**config.mk**
```make
export PLATFORM = sky130hd
export DESIGN_NAME = add_share_arbiter
export DESIGN_NICKNAME = d
export VERILOG_FILES = /design/src/rtl/add_share_arbiter.sv
export SDC_FILE = /design/constraint.sdc
export NUM_CORES = 1
export LEC_CHECK = 0
export ABC_AREA = 1
export BUFFER_PORTS_ARGS = -buffer_cell sky130_fd_sc_hd__clkbuf_2
export CELL_PAD_IN_SITES_DETAIL_PLACEMENT = 0
export CELL_PAD_IN_SITES_GLOBAL_PLACEMENT = 1
export CORE_MARGIN = 2
export CORE_UTILIZATION = 29
export CTS_CLUSTER_DIAMETER = 30
export DETAILED_ROUTE_END_ITERATION = 10
export PLACE_DENSITY_LB_ADDON = 0.1
export SYNTH_ARGS = -nofsm -noshare
export SYNTH_HDL_FRONTEND = slang
export SYNTH_SLANG_ARGS = --single-unit
```
**constraint.sdc**
```tcl
create_clock -name clk -period 1.58 [get_ports clk]
set_clock_uncertainty 0.2 [all_clocks]
set_input_delay 0.079 -clock clk [delete_from_list [all_inputs] [get_ports clk]]
set_output_delay 0.079 -clock clk [all_outputs]
set_load 0.1 [all_outputs]
```
**src/rtl/add_share_arbiter.sv**
```systemverilog
// rtl/add_share_arbiter.sv - two-requester round-robin front end for one shared 32-bit adder
//
// Purpose:
//   Grants one of two operand requesters onto an external shared 32-bit
//   ripple-carry adder. The granted operands are driven on add_a/add_b and held
//   for ADD_LAT cycles. Then {Cout, Sum} is captured and returned, zero-extended
//   to 40 bits, on a valid/ready response channel tagged with the requester ID.
//
// Parameters:
//   ADD_LAT     cycles the operands are held before the sum is sampled (1..15)
//
// Ports:
//   clk         clock, rising edge
//   nRST        synchronous active-low reset
//   req0_valid  requester 0 has an operand pair
//   req0_a/b    requester 0 operands (32 bits each)
//   req0_ready  requester 0 accepted this cycle when req0_valid is high
//   req1_*      same set of signals for requester 1
//   add_a/b     registered operands to the shared adder (32 bits each)
//   add_sum     adder result {Cout, Sum[31:0]} (33 bits)
//   rsp_valid   result available
//   rsp_id      requester that owns the result
//   rsp_result  {7'b0, Cout, Sum} (40 bits)
//   rsp_ready   consumer accepts the result

module add_share_arbiter #(
  parameter int unsigned ADD_LAT = 2
) (
  input  logic        clk,
  input  logic        nRST,
  input  logic        req0_valid,
  input  logic [31:0] req0_a,
  input  logic [31:0] req0_b,
  output logic        req0_ready,
  input  logic        req1_valid,
  input  logic [31:0] req1_a,
  input  logic [31:0] req1_b,
  output logic        req1_ready,
  output logic [31:0] add_a,
  output logic [31:0] add_b,
  input  logic [32:0] add_sum,
  output logic        rsp_valid,
  output logic        rsp_id,
  output logic [39:0] rsp_result,
  input  logic        rsp_ready
);

  typedef enum logic [1:0] {
    IDLE  = 2'd0,
    ISSUE = 2'd1,
    RESP  = 2'd2
  } state_t;

  // The counter counts down to zero, and the sum is sampled on the zero edge.
  // Loading ADD_LAT-1 therefore gives ADD_LAT edges from accept to capture.
  localparam logic [3:0] LAT_LOAD = 4'(ADD_LAT - 1);

  state_t      state_q,      state_d;
  logic [3:0]  cnt_q,        cnt_d;
  logic        last_grant_q, last_grant_d;
  logic [31:0] add_a_q,      add_a_d;
  logic [31:0] add_b_q,      add_b_d;
  logic        rsp_valid_q,  rsp_valid_d;
  logic        rsp_id_q,     rsp_id_d;
  logic [39:0] rsp_result_q, rsp_result_d;

  logic grant0;
  logic grant1;

  // A lone valid always wins. When both are valid, the requester that was
  // not granted last wins, so contended grants alternate.
  always_comb begin
    grant0 = req0_valid && (!req1_valid || last_grant_q);
    grant1 = req1_valid && (!req0_valid || !last_grant_q);
  end

  assign req0_ready = (state_q == IDLE) && grant0;
  assign req1_ready = (state_q == IDLE) && grant1;

  always_comb begin
    state_d      = state_q;
    cnt_d        = cnt_q;
    last_grant_d = last_grant_q;
    add_a_d      = add_a_q;
    add_b_d      = add_b_q;
    rsp_valid_d  = rsp_valid_q;
    rsp_id_d     = rsp_id_q;
    rsp_result_d = rsp_result_q;

    unique case (state_q)
      IDLE: begin
        if (grant0) begin
          add_a_d      = req0_a;
          add_b_d      = req0_b;
          rsp_id_d     = 1'b0;
          last_grant_d = 1'b0;
          cnt_d        = LAT_LOAD;
          state_d      = ISSUE;
        end else if (grant1) begin
          add_a_d      = req1_a;
          add_b_d      = req1_b;
          rsp_id_d     = 1'b1;
          last_grant_d = 1'b1;
          cnt_d        = LAT_LOAD;
          state_d      = ISSUE;
        end
      end

      ISSUE: begin
        if (cnt_q == 4'd0) begin
          rsp_result_d = {7'b0, add_sum};
          rsp_valid_d  = 1'b1;
          state_d      = RESP;
        end else begin
          cnt_d = cnt_q - 4'd1;
        end
      end

      RESP: begin
        // The block returns to IDLE here. A new request can only be accepted
        // on a later edge.
        if (rsp_valid_q && rsp_ready) begin
          rsp_valid_d = 1'b0;
          state_d     = IDLE;
        end
      end

      default: begin
        state_d = IDLE;
      end
    endcase
  end

  always_ff @(posedge clk) begin
    if (!nRST) begin
      state_q      <= IDLE;
      cnt_q        <= 4'd0;
      last_grant_q <= 1'b1;
      add_a_q      <= 32'd0;
      add_b_q      <= 32'd0;
      rsp_valid_q  <= 1'b0;
      rsp_id_q     <= 1'b0;
      rsp_result_q <= 40'd0;
    end else begin
      state_q      <= state_d;
      cnt_q        <= cnt_d;
      last_grant_q <= last_grant_d;
      add_a_q      <= add_a_d;
      add_b_q      <= add_b_d;
      rsp_valid_q  <= rsp_valid_d;
      rsp_id_q     <= rsp_id_d;
      rsp_result_q <= rsp_result_d;
    end
  end

  assign add_a      = add_a_q;
  assign add_b      = add_b_q;
  assign rsp_valid  = rsp_valid_q;
  assign rsp_id     = rsp_id_q;
  assign rsp_result = rsp_result_q;

endmodule

```
==> results_dict.tcl <==
set metrics [dict create \
    yosysTopAreaCellShare_pct 42.76 \
    combPwrFrac_pct 58.0 \
    syn-cell-area_mm2 0.004962 \
    clk_latency_ps 360 \
    crit_required_ps 1300 \
    p_per_area_mw_per_mm2 1657 \
    worst-path-buf-inv 3 \
    cts_buffers 9 \
    ir_drop_mv 0.8279 \
    yosysUniqueCellTypes 23 \
    grt_antenna_before_repair 0 \
    synth_edf_count 0 \
    n_antenna_cell 0 \
    setup_viol_count_final 0 \
    grt_pass1_wl_um 28220 \
    drtAntennaViolNets 0 \
    cts_root_buffer "clkbuf_16" \
    final_design_area_no_fill_mm2 0.008758 \
    fmax_mhz 648.8 \
    finalCritPeriodShare_pct 97.55 \
    cp_top_family "buffers and inverters" \
    drv_slew 0 \
    grt_pass1_vias 5832 \
    wire_per_inst_um 12.50 \
    fin_nets 1357 \
    period_needed_ps 1541 \
    rsz0062_at_grt "true" \
    p_sw_mw 7.950 \
    rrSetupSlack_ps 100 \
    portBuffers 266 \
    routed_via_density 4.320 \
    yosysSeqAreaShare_pct 42.76 \
    synth_area_leader_cell "dfxtp_1" \
    drive_gt1_share_pct 27.72 \
    finalHoldViolations 0 \
    finalNonFillerCells 1414 \
    num_io_pins 274 \
    cts_tree "yes" \
    place.gp.congestion 0.7326 \
    switching_share_pct 54.76 \
    cp_slowest_stage_delay_ps 340 \
    path_class "register to output port" \
    syn_inst 771 \
    crit_path_top_delay_cell "dfxtp_2" \
    clkPwrFrac_pct 16.9 \
    cts.sinks 106 \
    status "finished, final reports clean" \
    grt.overflow.total 0 \
    final_common_cell "clkbuf_2" \
    worst_slew_pin_slew_ps 580.1 \
    drc 0 \
    post-place-ws_ps -7.282 \
    die_area_mm2 0.01817 \
    fill_cells 1637 \
    ys_ff_latch 106 \
    synth_ff_type "dfxtp_1" \
    static-leakage-power_nw 4.705 \
    final_util_pct 52.63 \
    multi_input_area_mm2 0.002323 \
    grt_max_degree 54 \
    path_clk_slew_ps 80 \
    intPower_mw 6.566 \
    start_kind "register" \
    yosys_warnings 0 \
    num_vias 6108 \
    post_dp_cell_area_mm2 0.006693 \
    dr.pass1.iters 5 \
    cts_buffer_depth 2 \
    synth.avg_cell_area_um2 6.436 \
    design.core.area_mm2 0.01664 \
    cts.htree.levels 3 \
    crit_chain "inv_2 > nand2_2 > buf_4 > nor2_4 > buf_12" \
    final_cell_mix "clkbuf_2 (264), nor2_1 (203), dlygate4sd3_1 (163), nand2_1 (138), nand3_1 (130)" \
    detailed_place_hpwl_um 10970 \
    drv_cap 0 \
    die_w_um 134.8 \
    dp.cells 1231 \
    wirelength_um 17680 \
    regArea_mm2 0.002127 \
    synth_area_leaders "dfxtp_1 (43%), nor2_1 (16%), nand3_1 (13%)" \
    setup_tns_ps 0 \
    grtUsageTotal_pct 19.13 \
    syn2layout_area_growth_pct 76.50 \
    initial_core_util_pct 29.82 \
    crit_arrival_ps 1260 \
    num_rows 47 \
    timing.slew.headroom_pct 61.49 \
    end_kind "output port" \
    first_iter_violations 243 \
    hold_path.class "primary input to register" \
    layout_setup_ws_ps 38.78 \
    p_seq_share_pct 25.1 \
    synthArstFlopShare_pct 0 \
    die_h_um 134.8 \
    path_max_fanout 3 \
]
[registers in the layout, indices dropped and copies added (netlist names)]
name          flops
cnt_q             4
last_grant_q      1
rsp_result       33
add_b            32
rsp_valid         1
rsp_id            1
add_a            32
state_q           2
[final timing paths]
check | from | endpoint | depth (start not counted)
worst max-delay path | state_q[0] | req0_ready | 5
worst min register to register | rsp_id | rsp_id | 2
worst max register to register | state_q[0] | add_a[17] | 8
worst min-delay path | req1_valid | rsp_id | 4
[logic make-up after synthesis]
group,count (synthesis),share of synthesized area (%)
buf+inv,134,11.72
simple gates,482,40.02
xor+xnor,1,0.1765
other cells,1,0.07557
fa+ha+maj,2,0.5042
compound gates,45,4.740
flops,106,42.76
[power by group through the flow]
stage                     Sequential, mW  Combinational, mW  Clock [mW]
after floorplan                     7.93               2.13           0
after global placement              3.68               8.05           0
final                               3.64               8.42        2.46
after CTS                           3.65               8.40        2.56
after detailed placement            3.70               8.02           0
after global routing                3.73               8.95        2.66
[cells in the mapped netlist, types with 3 or more instances]
library cell,instances
buf_4,12
nand2_1,142
inv_1,71
dfxtp_1,106
buf_2,27
nor2_1,205
a21oi_1,5
o21ai_0,36
inv_2,3
clkbuf_1,19
nand3_1,130
[through the flow]
step,power (mW),hold slack [ps]
3_3_place_gp,11.73,129.5
6_report,14.52,4.941
5_1_grt,15.34,30.18
4_1_cts,14.61,-25.43
3_5_place_dp,11.72,138.3
2_1_floorplan,10.06,43.70
[what timing repair did]
action                                 in CTS  in global routing
hold buffers                              163                  0
setup buffers                               3                  0
gates resized for setup                     6                 18
setup endpoints to repair                  32                 39
pin swaps                                   1                  3
gates cloned                                1                  0
endpoints found under the hold margin     104                  0
[routing by layer]
layer | vias to the layer above | GRT usage, % | part of all wire (%)
li1 | 3207 | - | -
met1 | 2651 | 23.54 | 44
met2 | 219 | 32.52 | 47
met3 | 31 | 4.917 | 6.4
met4 | 0 | 6.433 | 2.0
met5 | - | 0 | 0
[worst min-delay path, cell delays in order]
cell and delay (ps):
clkbuf_2 130, a21boi_0 130, nand2_1 100, a21oi_1 70
[cell type report]
type	instances	share of cell area, %
multi-input combinational	537	26.53
clock buffer	9	2.571
timing repair buffer	460	38.97
sequential	106	24.29
tap	220	3.143
inverter	75	3.271
clock inverter	7	1.229
Power figures use the tool's default switching activity.
